===== src/rtl/demux_32to4_buf.sv =====
// Buffered 1-to-4 demultiplexer: one valid/ready input stream is steered by sel
// into four independent per-channel FIFOs, each with its own valid/ready output.
module demux_32to4_buf #(
    parameter int WIDTH = 32,
    parameter int DEPTH = 2
) (
    input  logic             clk,
    input  logic             rst,
    input  logic             en,
    input  logic [1:0]       sel,
    input  logic [WIDTH-1:0] in_data,
    input  logic             in_valid,
    output logic             in_ready,
    output logic [WIDTH-1:0] out1,
    output logic [WIDTH-1:0] out2,
    output logic [WIDTH-1:0] out3,
    output logic [WIDTH-1:0] out4,
    output logic [3:0]       out_valid,
    input  logic [3:0]       out_ready,
    output logic             busy
);

    localparam int PW = (DEPTH > 1) ? $clog2(DEPTH) : 1;
    localparam int CW = $clog2(DEPTH) + 1;
    localparam logic [CW-1:0] FULL = CW'(DEPTH);
    localparam logic [PW-1:0] LAST = PW'(DEPTH - 1);

    logic [WIDTH-1:0] r_mem   [4][DEPTH];
    logic [PW-1:0]    r_wptr  [4];
    logic [PW-1:0]    r_rptr  [4];
    logic [CW-1:0]    r_count [4];

    logic [3:0]       w_push;
    logic [3:0]       w_pop;
    logic [WIDTH-1:0] w_head  [4];

    // Pointers wrap modulo DEPTH, which need not fill the pointer width.
    function automatic logic [PW-1:0] ptrInc(input logic [PW-1:0] p);
        return (p == LAST) ? '0 : p + 1'b1;
    endfunction

    // Readiness looks only at the selected channel's fill level, never at out_ready.
    assign in_ready = en & ~rst & (r_count[sel] != FULL);

    always_comb begin
        w_push    = '0;
        out_valid = '0;
        w_head    = '{default: '0};
        for (int k = 0; k < 4; k++) begin
            out_valid[k] = (r_count[k] != '0);
            w_head[k]    = out_valid[k] ? r_mem[k][r_rptr[k]] : '0;
        end
        w_pop = out_valid & out_ready;
        if (in_valid && in_ready) begin
            w_push[sel] = 1'b1;
        end
    end

    always_ff @(posedge clk) begin
        if (rst) begin
            for (int k = 0; k < 4; k++) begin
                r_wptr[k]  <= '0;
                r_rptr[k]  <= '0;
                r_count[k] <= '0;
            end
        end else begin
            for (int k = 0; k < 4; k++) begin
                if (w_push[k]) begin
                    r_wptr[k] <= ptrInc(r_wptr[k]);
                end
                if (w_pop[k]) begin
                    r_rptr[k] <= ptrInc(r_rptr[k]);
                end
                case ({w_push[k], w_pop[k]})
                    2'b10:   r_count[k] <= r_count[k] + 1'b1;
                    2'b01:   r_count[k] <= r_count[k] - 1'b1;
                    default: r_count[k] <= r_count[k];
                endcase
            end
        end
    end

    // Storage needs no reset: a slot is only ever read after it has been written.
    always_ff @(posedge clk) begin
        for (int k = 0; k < 4; k++) begin
            if (w_push[k]) begin
                r_mem[k][r_wptr[k]] <= in_data;
            end
        end
    end

    assign out1 = w_head[0];
    assign out2 = w_head[1];
    assign out3 = w_head[2];
    assign out4 = w_head[3];
    assign busy = |out_valid;

endmodule


===== config.mk =====
export PLATFORM = sky130hd
export DESIGN_NAME = demux_32to4_buf
export DESIGN_NICKNAME = d
export VERILOG_FILES = /design/src/rtl/demux_32to4_buf.sv
export SDC_FILE = /design/constraint.sdc
export NUM_CORES = 1
export LEC_CHECK = 0
export CORE_UTILIZATION = 57
export CTS_BUF_LIST = sky130_fd_sc_hd__clkbuf_4 sky130_fd_sc_hd__clkbuf_8 sky130_fd_sc_hd__clkbuf_16
export CTS_CLUSTER_DIAMETER = 50
export DETAILED_ROUTE_END_ITERATION = 10
export PLACE_DENSITY = 0.95
export SYNTH_ARGS = -nofsm -noshare
export SYNTH_HDL_FRONTEND = slang
export SYNTH_SLANG_ARGS = --single-unit

===== constraint.sdc =====
create_clock -name clk -period 10.3 [get_ports clk]
set_input_delay 2.575 -clock clk [delete_from_list [all_inputs] [get_ports clk]]
set_output_delay 2.575 -clock clk [all_outputs]
set_load 0.02 [all_outputs]

Word level (Yosys, flattened, before mapping)
Memory sizes are Yosys's and may differ from the RTL's.
Index checks and enable logic that the tools add are counted.
{"block": "word_totals", "regBits": 0, "latch_bits": 0, "ram_bits": 272, "mem_bits_ro": 0, "output_inout_bits": 134, "elab_cells": 223, "n_memories": 4}
{"block": "classes", "n_addsub": 16, "multipliers": 0, "div": 0, "order_cmp": 14, "n_eq_ne": 9, "n_shift": 0, "muxes": 130, "n_bitwise": 32, "reduce_logical": 18}
{"name": "r_mem", "words": 4, "word_bits": 64, "read_ports": 4, "rd_ports_with_merged_regs": 0, "wr": 1, "line": "28", "text": "logic [WIDTH-1:0] r_mem [4][DEPTH];"}
{"name": "r_count", "words": 4, "word_bits": 2, "read_ports": 5, "rd_ports_with_merged_regs": 0, "wr": 4, "line": "31", "text": "logic [CW-1:0] r_count [4];"}
{"name": "r_rptr", "words": 4, "word_bits": 1, "read_ports": 4, "rd_ports_with_merged_regs": 0, "wr": 4, "line": "30", "text": "logic [PW-1:0] r_rptr [4];"}
{"name": "r_wptr", "words": 4, "word_bits": 1, "read_ports": 4, "rd_ports_with_merged_regs": 0, "wr": 4, "line": "29", "text": "logic [PW-1:0] r_wptr [4];"}
{"op": "two-way mux 32 bit", "n": 20}
{"op": "two-way mux 64 bit", "n": 10}
{"op": "OR reduction 64 bit", "n": 3}
{"op": "demux 32 bit (select 1 bit)", "n": 4}
{"op": "two-way mux 1 bit", "n": 79}
{"op": "two-way mux 2 bit", "n": 15}
{"op": "bitwise OR 1 bit", "n": 20}
{"op": "greater-or-equal comparator 2 bit, second input constant", "n": 8}
{"op": "inverter 1 -> 2 bit", "n": 8}
{"op": "adder 1 bit, second input constant", "n": 8}
{"op": "adder 2 x 1 -> 2 bit, second input constant", "n": 4}
{"op": "== test 2 x 1 -> 1 bit, second input constant", "n": 4}
{"op": "== test 2 bit, second input constant", "n": 4}
{"op": "< comparator 2 x 1 -> 1 bit, second input constant", "n": 4}
{"op": "nonzero test 2 bit", "n": 4}
{"op": "OR reduction 2 bit", "n": 4}
{"op": "subtractor 2 x 1 -> 2 bit, second input constant", "n": 4}
{"op": "logical AND 1 bit", "n": 6}
{"op": "bitwise AND 4 bit", "n": 1}
{"op": "two-way mux 4 bit", "n": 1}
{"op": "OR reduction 4 bit", "n": 1}
{"op": "< comparator 2 x 3 -> 1 bit, second input constant", "n": 1}
{"op": "bitwise AND 1 bit", "n": 2}
{"op": "demux 1 bit (select 2 bit)", "n": 1}
{"op": "3 further kinds", "n": 3}

Depth between registers and ports, before layout
{"block": "logic_depth", "depth_word": 12, "mapped_depth": 9, "depth_no_buf": 8}

Worst setup path before layout
Ideal clock, no wire load.
{"block": "synth_path", "path_kind": "input -> output", "from": "input port rst", "to": "output port in_ready", "arrival_ps": 3276, "required_ps": 7725, "path_slack_ps": 4449, "cell_stages": 4, "path_buffers": 1, "cell_sequence": "clkbuf_1 nor2b_1 o311ai_0 a21oi_1"}
{"block": "synth_between", "elab_chain_len": 3}
{"item": "start, declared", "line": "8", "text": "input logic rst,"}
{"item": "inverter 1 bit", "line": "43", "text": "assign in_ready = en & ~rst & (r_count[sel] != FULL);"}
{"item": "bitwise AND 1 bit (2 in series)", "line": "43"}
{"item": "end, declared", "line": "13", "text": "output logic in_ready,"}
No other way between the ends.

Worst setup path in the final report
Ends and elaborated chain as after synthesis.

==> results list <==
- Fraction of the yosys area taken by sequential cells: between 70% and 80%
- Number of register bits inferred by synthesis: between 200 and 300
- Final weighted congestion of routability-driven global placement: slightly below 0.8
- Number of I/O pins: between 150 and 200
- The run finished, with violations left.
- Counting every net in the synthesized netlist gives 717.
* Postcts setup bufs: 0
- Global-route wire length before repair: 36650 µm
* Hold path startpoint: r_count[3][0]$_DFFE_PP_
* Type of element launching the critical path: primary input
- Number of global-route vias before repair: 6537
- The routed design has 24460 µm of wire.
* Slew of the pin with the lowest slew margin: 1171 ps
- The die is ~140 µm wide.
- Clock latency at the later pin of the worst-skew pair: 510 ps
- Initial core utilization: 58.87%
- The number of different library cells used by synthesis comes to 25.
- Unrepaired setup endpoints after global routing: false
* Clock-pin slew on the worst setup and hold paths: ~60 ps
* Setup-failing EPs final: 0
* Startpoint of the worst register-to-register path: r_count[0][0]$_SDFFCE_PN0P_
- Share of post-route cells with drive strength above 1: 7.093%
- Filler cell count: about 1100
- The repair_antennas step left the layout with diodes totalling 0.
* Aggregate global-route resource usage: 25.43%
- Number of hold violations in the final report: 0
- Clock Sink Count: 272
* CP most frequent cell: sky130_fd_sc_hd__clkdlybuf4s50_1
- For the worst flop-to-flop path, the logic depth is 7.
* Failing checks: DRC
* Layout Skew: 6.695 ps
- In the synthesized netlist, the number of instances is 666.
- Required time reported for the critical path endpoint: a little under 8000 ps
- Largest net degree at the start of global routing: 35
- In the finished design, the share of the clock period the worst path needs comes to 69.59%.
- Pwr Total: about 0.0025 W
- In this run the power density over the cells is 188.2 mW/mm².
- Max-slew violation total from the final report: 0
* Standby leakage power: 4.702 nW
* HPWL reported at the end of detailed placement: 14360 µm
* Cell-by-cell listing of the critical path: clkdlybuf4s50_1, nor2b_1, o311ai_0, a21oi_1, clkdlybuf4s50_1
- Type of the setup path with the least slack: primary input to output port
- The region available for standard cell placement spans approximately 0.018 mm².
- Critical path's largest stage delay: 830 ps
- From bottom edge to top edge, the die measures 139.1 µm.
- Along the worst path, the maximum fanout reaches 26.
* Worst-case register-to-register setup slack: ~7500 ps
* Clk root buf: sky130_fd_sc_hd__clkbuf_16
- Detailed-route wire length per cell: ~22 µm
- Based on the critical path, the design can be clocked at up to 139.5 MHz.
- Along the worst hold path, the cell count comes to 1.
- In the routed design, unresolved DRC markers number 10.
- Worst-case hold path end point: r_count[3][0]$_DFFE_PP_
- The routed design could run at a clock period as short as 7168 ps.
- Slew headroom: 21.73%
- Port bufs: 175
* Type of element capturing the critical path: output port
* Number of iterations in the first detailed-routing pass: 8
- Counting the buffers created by CTS gives 26.
- Number of buffers inserted by hold repair at cts: 0
- In this run, the number of DRC markers left after iteration 0 of detailed routing was approximately 440.
- Across the VDD grid, the largest voltage drop is 180.1 µV.
- Kind of path behind the tightest hold check: register to register
- Mean Syn Cell Area: ~16 µm²
- The synthesized netlist occupies a cell area of 0.01072 mm².
- Overflow after GRT: 0
* Highest-delay cell along the critical path: sky130_fd_sc_hd__clkdlybuf4s50_1
- TritonCTS built the clock tree.
- The floorplan step defined a die boundary enclosing 0.01936 mm².
- Count of antenna-violating nets left after detailed routing: 0
- Routed vias: 6265
* CTS max path bufs: 3
* Maximum Capacitance Violations: 0
- FF-to-FF End: r_count[0][1]$_SDFFCE_PN0P_
* Placed Area: approximately 0.013 mm²
* Via density per instance: between 5 and 6
* Number of warning messages in the yosys log: 0
- Max H-tree Level: 1
* Total non-filler cell area in the finished layout: 0.01354 mm²
* Crit path DAT: ~4600 ps
- Sum Neg Setup Slack: 0 ps
- Number of antenna violations at the first check in global routing: 0
* # rows: just under 50
- In the final design database the tool counted 892 nets.
- Post-CTS repair changed the size of 0 cells.
- Layout overhead on the synthesized area: 26.32%
[sequential cells by signal (all words and copies together) (netlist names)]
register and count:
r_wptr 4, r_mem 256, r_rptr 4, r_count 8
[cells in the mapped netlist (all sizes together)]
| cell | n | area share (%) |
|---|---|---|
| a21oi | 4 | 0.19 |
| a31o | 1 | 0.082 |
| a41o | 3 | 0.28 |
| and2 | 4 | 0.23 |
| and3 | 4 | 0.23 |
| and3b | 1 | 0.082 |
| and4 | 1 | 0.082 |
| buf | 21 | 0.98 |
| clkbuf | 11 | 0.39 |
| edfxtp | 272 | 76 |
| ha | 9 | 1.1 |
| inv | 14 | 0.49 |
| mux2 | 1 | 0.11 |
| mux2i | 129 | 12 |
| nand2 | 8 | 0.28 |
| nand2b | 8 | 0.47 |
| nand4 | 1 | 0.058 |
| nand4bb | 1 | 0.11 |
| nor2 | 148 | 5.2 |
| nor2b | 3 | 0.18 |
| nor3 | 11 | 0.51 |
| o21bai | 4 | 0.28 |
| o311ai | 1 | 0.082 |
| or3 | 3 | 0.18 |
| xnor2 | 3 | 0.25 |
[stage by stage]
| stage | cells | hold slack (ps) | setup WS, ps | utilization [%] |
|---|---|---|---|---|
| 2_1_floorplan | 666 | 544.7 | 4450 | - |
| 3_3_place_gp | 1042 | 570.1 | 3231 | 69.75 |
| 3_5_place_dp | 1042 | 600.9 | 3163 | 69.75 |
| 4_1_cts | 1089 | 611.9 | 3150 | 74.36 |
| 5_1_grt | 1089 | 629.8 | 2931 | 74.36 |
| 6_report | 1089 | 612.7 | 3132 | 74.36 |
[report_power, final]
group	internal [W]	switching, W	total (W)
clock	0.000537	0.000391	0.000927
combinational	0.000159	0.000212	0.000371
sequential	0.00123	0.0000166	0.00125
[routing by layer]
layer  share of wire [%]  routed length (µm)  up-vias  GRT usage (%)
met5                   0                   0        -              0
met1                  39                9451     3106          31.52
li1                    -                   -     2796              -
met2                  51               12580      316          45.16
met3                 7.7                1888       47          4.385
met4                 2.2                 536        0          8.947
[how the worst max path moves through the flow]
stage,start,endpoint,slack [ps]
final,rst,in_ready,3130
after global placement,rst,in_ready,3230
after CTS,rst,in_ready,3150
after floorplan,rst,in_ready,4450
after global routing,rst,in_ready,2930
after detailed placement,rst,in_ready,3160
[area by class of cell]
type / instances / area, µm² / area share, %
flip-flops and latches: 272 / 8168 / 60.32
multi-input cells: 348 / 2412 / 17.82
repair buffers: 179 / 1782 / 13.16
clock buffers: 30 / 698.2 / 5.156
well taps: 229 / 286.5 / 2.116
clock inverters: 17 / 141.4 / 1.044
inverters: 14 / 52.55 / 0.3881
[kinds of logic after synthesis]
family	count (synthesis)	synth area share [%]
adder cells (fa/ha/maj)	9	1.051
buffers and inverters	46	1.856
XOR/XNOR	3	0.2452
AO/OA/AOI/OAI	13	0.9105
AND/OR/NAND/NOR	193	7.587
flip-flops	272	76.20
multiplexers	130	12.15
[worst max-delay path: cells and delay by family]
family          cells  cell delay (ps)
buf+inv             2             1440
compound gates      2              310
simple gates        1              270
[cells in the final DEF, fill, tap and decap left out, drive strengths merged, types with 8 or more instances in the layout]
master / synthesis / routed
clkbuf: 11 / 30
mux2i: 129 / 129
clkinv: 0 / 12
nor3: 11 / 11
nand2: 8 / 8
nand2b: 8 / 8
clkdlybuf4s50: 0 / 175
ha: 9 / 9
inv: 14 / 15
nor2: 148 / 148
edfxtp: 272 / 272
Power figures use the tool's default switching activity.
